$ cat src/rtl/operand_input_fifo.sv
// Operand input FIFO: buffers {clear_mult, A, B} entries between the pin decoder
// and the MAC datapath, with valid/ready on both sides.
module operand_input_fifo #(
    parameter int DATA_W   = 8,
    parameter int DEPTH    = 4,
    parameter int AF_LEVEL = 3
) (
    input  logic                       clk,
    input  logic                       rst,
    input  logic [DATA_W-1:0]          data_a_in,
    input  logic [DATA_W-1:0]          data_b_in,
    input  logic                       clear_mult_in,
    input  logic                       valid_in,
    output logic                       ready_out,
    output logic [DATA_W-1:0]          data_a_out,
    output logic [DATA_W-1:0]          data_b_out,
    output logic                       clear_mult_out,
    output logic                       valid_out,
    input  logic                       ready_in,
    input  logic                       flush,
    output logic [$clog2(DEPTH+1)-1:0] count,
    output logic                       almost_full
);

    localparam int PW = $clog2(DEPTH);
    localparam int CW = $clog2(DEPTH + 1);
    localparam int EW = 1 + 2 * DATA_W;
    localparam logic [CW-1:0] FULL = CW'(DEPTH);
    localparam logic [CW-1:0] AF   = CW'(AF_LEVEL);

    logic [EW-1:0] mem [DEPTH];
    logic [PW-1:0] wptr;
    logic [PW-1:0] rptr;
    logic [CW-1:0] cnt;
    logic [EW-1:0] head;
    logic          push;
    logic          pop;

    // ready_out depends on registered state only, so a full FIFO
    // cannot accept in the same cycle it is popped.
    assign ready_out   = (cnt != FULL) && !rst;
    assign valid_out   = (cnt != '0);
    assign push        = valid_in && ready_out;
    assign pop         = valid_out && ready_in;
    assign almost_full = (cnt >= AF);
    assign count       = cnt;

    assign head = valid_out ? mem[rptr] : '0;
    assign {clear_mult_out, data_a_out, data_b_out} = head;

    always_ff @(posedge clk) begin
        if (rst) begin
            wptr <= '0;
            rptr <= '0;
            cnt  <= '0;
        end else if (flush) begin
            wptr <= '0;
            rptr <= '0;
            cnt  <= '0;
        end else begin
            if (push) wptr <= wptr + 1'b1;
            if (pop)  rptr <= rptr + 1'b1;
            if (push && !pop)
                cnt <= cnt + 1'b1;
            else if (pop && !push)
                cnt <= cnt - 1'b1;
        end
    end

    // Flush leaves storage untouched; only reset clears it.
    always_ff @(posedge clk) begin
        if (rst) begin
            for (int i = 0; i < DEPTH; i++)
                mem[i] <= '0;
        end else if (push && !flush) begin
            mem[wptr] <= {clear_mult_in, data_a_in, data_b_in};
        end
    end

endmodule

$ cat config.mk
export PLATFORM = sky130hd
export DESIGN_NAME = operand_input_fifo
export DESIGN_NICKNAME = d
export VERILOG_FILES = /design/src/rtl/operand_input_fifo.sv
export SDC_FILE = /design/constraint.sdc
export NUM_CORES = 1
export LEC_CHECK = 0
export CORE_MARGIN = 5
export CORE_UTILIZATION = 59
export DETAILED_ROUTE_END_ITERATION = 10
export GPL_ROUTABILITY_DRIVEN = 0
export PLACE_DENSITY_LB_ADDON = 0.1
export SKIP_CTS_REPAIR_TIMING = 1
export SLEW_MARGIN = 15
export SYNTH_ARGS = -nofsm -noshare
export SYNTH_HDL_FRONTEND = slang
export SYNTH_SLANG_ARGS = --single-unit
$ cat constraint.sdc
create_clock -name clk -period 3.78 [get_ports clk]
set_clock_uncertainty 0.15 [all_clocks]
set_input_delay 0.378 -clock clk [delete_from_list [all_inputs] [get_ports clk]]
set_output_delay 0.378 -clock clk [all_outputs]
set_load 0.02 [all_outputs]
==> impl.org <==
** Power and ir drop
- Power per Cell Area :: about 440 nW/µm²
- In this run the power spent charging and discharging nets is 0.430 mW.
- P_int :: 1.44 mW
- Summed over all cells, the static leakage comes to 1.52 nW.
- In this run, flip-flops and latches consume 52.5% of the power.
- Combinational group share of total power :: 11.5%
- Maximum ir drop on the vdd rail :: 0.250 mV
- Portion of total power attributed to the clock network :: a little over a third
- In this run switching power makes up 23.0% of total power.

** Global route
- Entering global routing, the biggest net connects 21 pins.
- For this run, global-route usage on met3 was measured as ~4.4%.
- Global-route wire length before repair :: 10100 µm
- In the global route stage, overall resource usage came out at around 18%.
- met2 is the most crowded layer.
- Global route overflow :: 0
- Global-route met2 utilization :: 30.7%
- Via count of the first global-routing pass :: 2014
- Number of antenna violations at the first check in global routing :: 0
- In the global route stage, met1 resource usage came out at 22.6%.

** Worst setup path
- STA classifies the critical path endpoint as an output pin.
- Critical Path, Cell by Cell :: buf_4 -> mux4_2 -> nor2b_1 -> clkdlybuf4s50_1
- Of all nets on the critical path, the largest fanout is 10.
- Arr. time, crit path :: 2.52 ns
- Crit start category :: register
- Counting both buffers and inverters, the worst setup path holds a total of 2.
- Critical Path Max Stage Delay :: 0.63 ns
- Worst setup path class :: register to output pin
- On the critical path, the stage with the largest delay is an instance of sky130_fd_sc_hd__dfxtp_1.
- In this design, the largest share of critical-path delay is due to buffers and inverters.
- STA puts the critical path data required time at 3.25 ns.

** Floorplan
- From left edge to right edge, the die measures 87.4 µm.
- The die covers between 7000 and 8000 µm².
- Die span in y :: 87.4 µm
- IO Count :: 45
- Cell row count :: 28
- The total area inside the core boundary comes to 5890 µm².
- Effective utilization at floorplan :: between 50% and 60%

** Timing
- Fraction of the cycle the final worst path needs :: 80.6%
- For the finished layout, the period the worst path requires is 3.05 ns.
- Transition time at the pin with the least slew margin :: roughly 0.82 ns
- Final worst hold slack :: around 0.35 ns
- Worst slew slack as a fraction of its limit :: 45.1%
- After routing, the total negative slack on setup checks comes to 0 ns.
- Setup repair after global routing left no endpoint under its margin.
- The max-slew violation count came to 0.
- Number of hold violations in the final report :: 0
- Setup violations remaining at the end of the flow were counted as 0.
- Max Freq :: about 330 MHz

** Logic synthesis
- Synthesis-stage register bit count :: 77
- Sequential area share after synthesis :: 62.9%
- The cell area that synthesis handed to floorplanning was 3530 µm².
- Total number of yosys warnings :: 0
- The cell count after synthesis came out at 233.
- In the post-synthesis netlist, the biggest area contributors are sky130_fd_sc_hd__edfxtp_1 58%, sky130_fd_sc_hd__and2_1 12%, sky130_fd_sc_hd__mux4_2 11%.
- sky130_fd_sc_hd__edfxtp_1 takes more of the synthesized area than any other cell.
- Net Count, Synth :: 257
- Unique cell type count in the Yosys netlist :: 33
- Synth top area share :: between 50% and 60%
- The average instance in the mapped netlist occupies 15.2 µm².

** Placed design
- During placement, the flow inserted port buffers numbering 44.
- Detailed placement finished with a half-perimeter wire length of slightly above 4000 µm.

** Clock network
- CTS tree :: built
- After clock tree synthesis, the clock-pin slew on the worst setup and hold paths is 0.08 ns.
- Clock latency on the worst-skew pair, taken at its later pin, is 0.35 ns.
- CTS H-Tree Depth :: 3
- CTS root buf :: sky130_fd_sc_hd__clkbuf_8
- Number of buffers inserted during clock tree synthesis :: 9
- The clock net in this run drives a total of a little under 80 sinks.
- Clk buf depth :: 2

** Final layout
- From synthesis to final layout, the design area changed by 20.9%.
- Share of layout cells above drive strength 1 :: 17.0%
- Antenna Cells :: 0
- Most frequent cells in the layout :: 68 x sky130_fd_sc_hd__and2_1, 68 x sky130_fd_sc_hd__edfxtp_1, 44 x sky130_fd_sc_hd__clkdlybuf4s50_1
- Footprint of the multi-input gates :: 1240 µm²
- In the final layout, flip-flops and latches occupy 2220 µm².
- Final Net Count :: 307
- Fill cells in the final layout number 413.
- At the end of the flow the core is filled with cells to 72.6%.

** Drt
- Using the TritonRoute via totals, the vias-per-cell ratio works out to 5.44.
- Average routed wire per standard cell :: ~17 µm
- Final wirelength :: a little over 6000 µm
- Across all layers, the routed design uses ~2000 vias.
- DRC violation total after the first TritonRoute iteration :: 97
- Before antenna repair, the detailed router went through 4 iterations.
- Remaining routing DRC violations :: 0
- The count of nets left with antenna violations once routing finished came out at 0.

** Outcome
- Status :: finished, final reports clean

** Flow run
- Maximum Capacitance Violations :: 0

** Hold path
- Worst hold path class :: register to register
## per-stage QoR
stage	total power [mW]	cell area [µm²]	std cells	worst slack, ns
finish	1.87	4270	363	0.734
global route	1.94	4270	363	0.549
CTS	1.88	4270	363	0.683
detailed placement	1.22	4060	347	0.993
global placement	1.22	4060	347	1.01
floorplan	1.12	3530	233	1.49
## power groups by stage
stage	combinational, mW	sequential [mW]	clock, mW
after floorplan	0.123	0.997	0
final	0.216	0.982	0.674
after CTS	0.219	0.983	0.678
after global placement	0.215	1.00	0
after detailed placement	0.218	1.00	0
after global routing	0.235	0.986	0.722
## cells in the mapped netlist
cell,count
sky130_fd_sc_hd__nor2_2,1
sky130_fd_sc_hd__a21oi_1,3
sky130_fd_sc_hd__a21o_1,1
sky130_fd_sc_hd__nand2b_1,1
sky130_fd_sc_hd__nand2_1,2
sky130_fd_sc_hd__o211ai_1,1
sky130_fd_sc_hd__mux2i_1,1
sky130_fd_sc_hd__o31ai_1,1
sky130_fd_sc_hd__or3_1,3
sky130_fd_sc_hd__nor3_1,2
sky130_fd_sc_hd__nor3b_4,1
sky130_fd_sc_hd__nor2b_1,17
sky130_fd_sc_hd__edfxtp_1,68
sky130_fd_sc_hd__buf_6,1
sky130_fd_sc_hd__dfxtp_1,9
sky130_fd_sc_hd__nor4_4,2
sky130_fd_sc_hd__mux4_2,17
sky130_fd_sc_hd__buf_4,1
sky130_fd_sc_hd__clkbuf_1,3
sky130_fd_sc_hd__or2_2,3
sky130_fd_sc_hd__or3b_4,1
sky130_fd_sc_hd__inv_1,3
sky130_fd_sc_hd__nor4b_4,1
sky130_fd_sc_hd__fa_1,1
sky130_fd_sc_hd__clkbuf_2,1
sky130_fd_sc_hd__and2_1,68
sky130_fd_sc_hd__or2_1,1
sky130_fd_sc_hd__nor2_1,6
sky130_fd_sc_hd__ha_1,1
sky130_fd_sc_hd__o21ai_0,3
sky130_fd_sc_hd__xor2_1,3
sky130_fd_sc_hd__buf_2,5
sky130_fd_sc_hd__a31o_2,1
## registers in the layout, summed over array words and instances, names as in the netlist, named ones only
signal and count:
count 3, wptr 2, mem 68, rptr 2
## worst register-to-register path, stage by stage (launching register included)
cell and delay, ns:
sky130_fd_sc_hd__dfxtp_1 0.41, sky130_fd_sc_hd__o31ai_1 0.45, sky130_fd_sc_hd__ha_1 0.27, sky130_fd_sc_hd__inv_1 0.06, sky130_fd_sc_hd__fa_1 0.37, sky130_fd_sc_hd__xor2_1 0.15, sky130_fd_sc_hd__or3_1 0.30, sky130_fd_sc_hd__a21oi_1 0.14
## logic make-up after synthesis
group / count (synthesis) / synth area share (%)
and+or+nand+nor: 109 / 20.5
adders and majority gates: 2 / 0.921
xor gates and xnor gates: 3 / 0.744
buffers and inverters: 14 / 2.02
muxes: 18 / 11.1
AOI/OAI and AO/OA: 10 / 1.74
DFF: 77 / 62.9
## layout make-up
type | count | share of cell area (%)
Clock buffer | 10 | 2.99
Clock inverter | 6 | 2.05
Inverter | 3 | 0.264
Multi-Input combinational cell | 142 | 29.1
Sequential cell | 77 | 52.0
Tap cell | 75 | 2.20
Timing Repair Buffer | 50 | 11.4
## per-layer routing
layer / wire [µm] / up-vias / part of all wire, %
li1: - / 947 / -
met1: 2630 / 979 / 42
met2: 3230 / 41 / 52
met3: 277 / 9 / 4.5
met4: 84 / 0 / 1.4
met5: 0 / - / 0
## worst paths after layout
check	start	end	slack [ns]	cells past startpoint
min	rptr[1]	rptr[1]	0.35	2
min reg2reg	rptr[1]	rptr[1]	0.35	2
max reg2reg	count[1]	count[2]	1.41	7
max	register	data_b_out[5]	0.73	4
(Power assumes the default switching activity.)
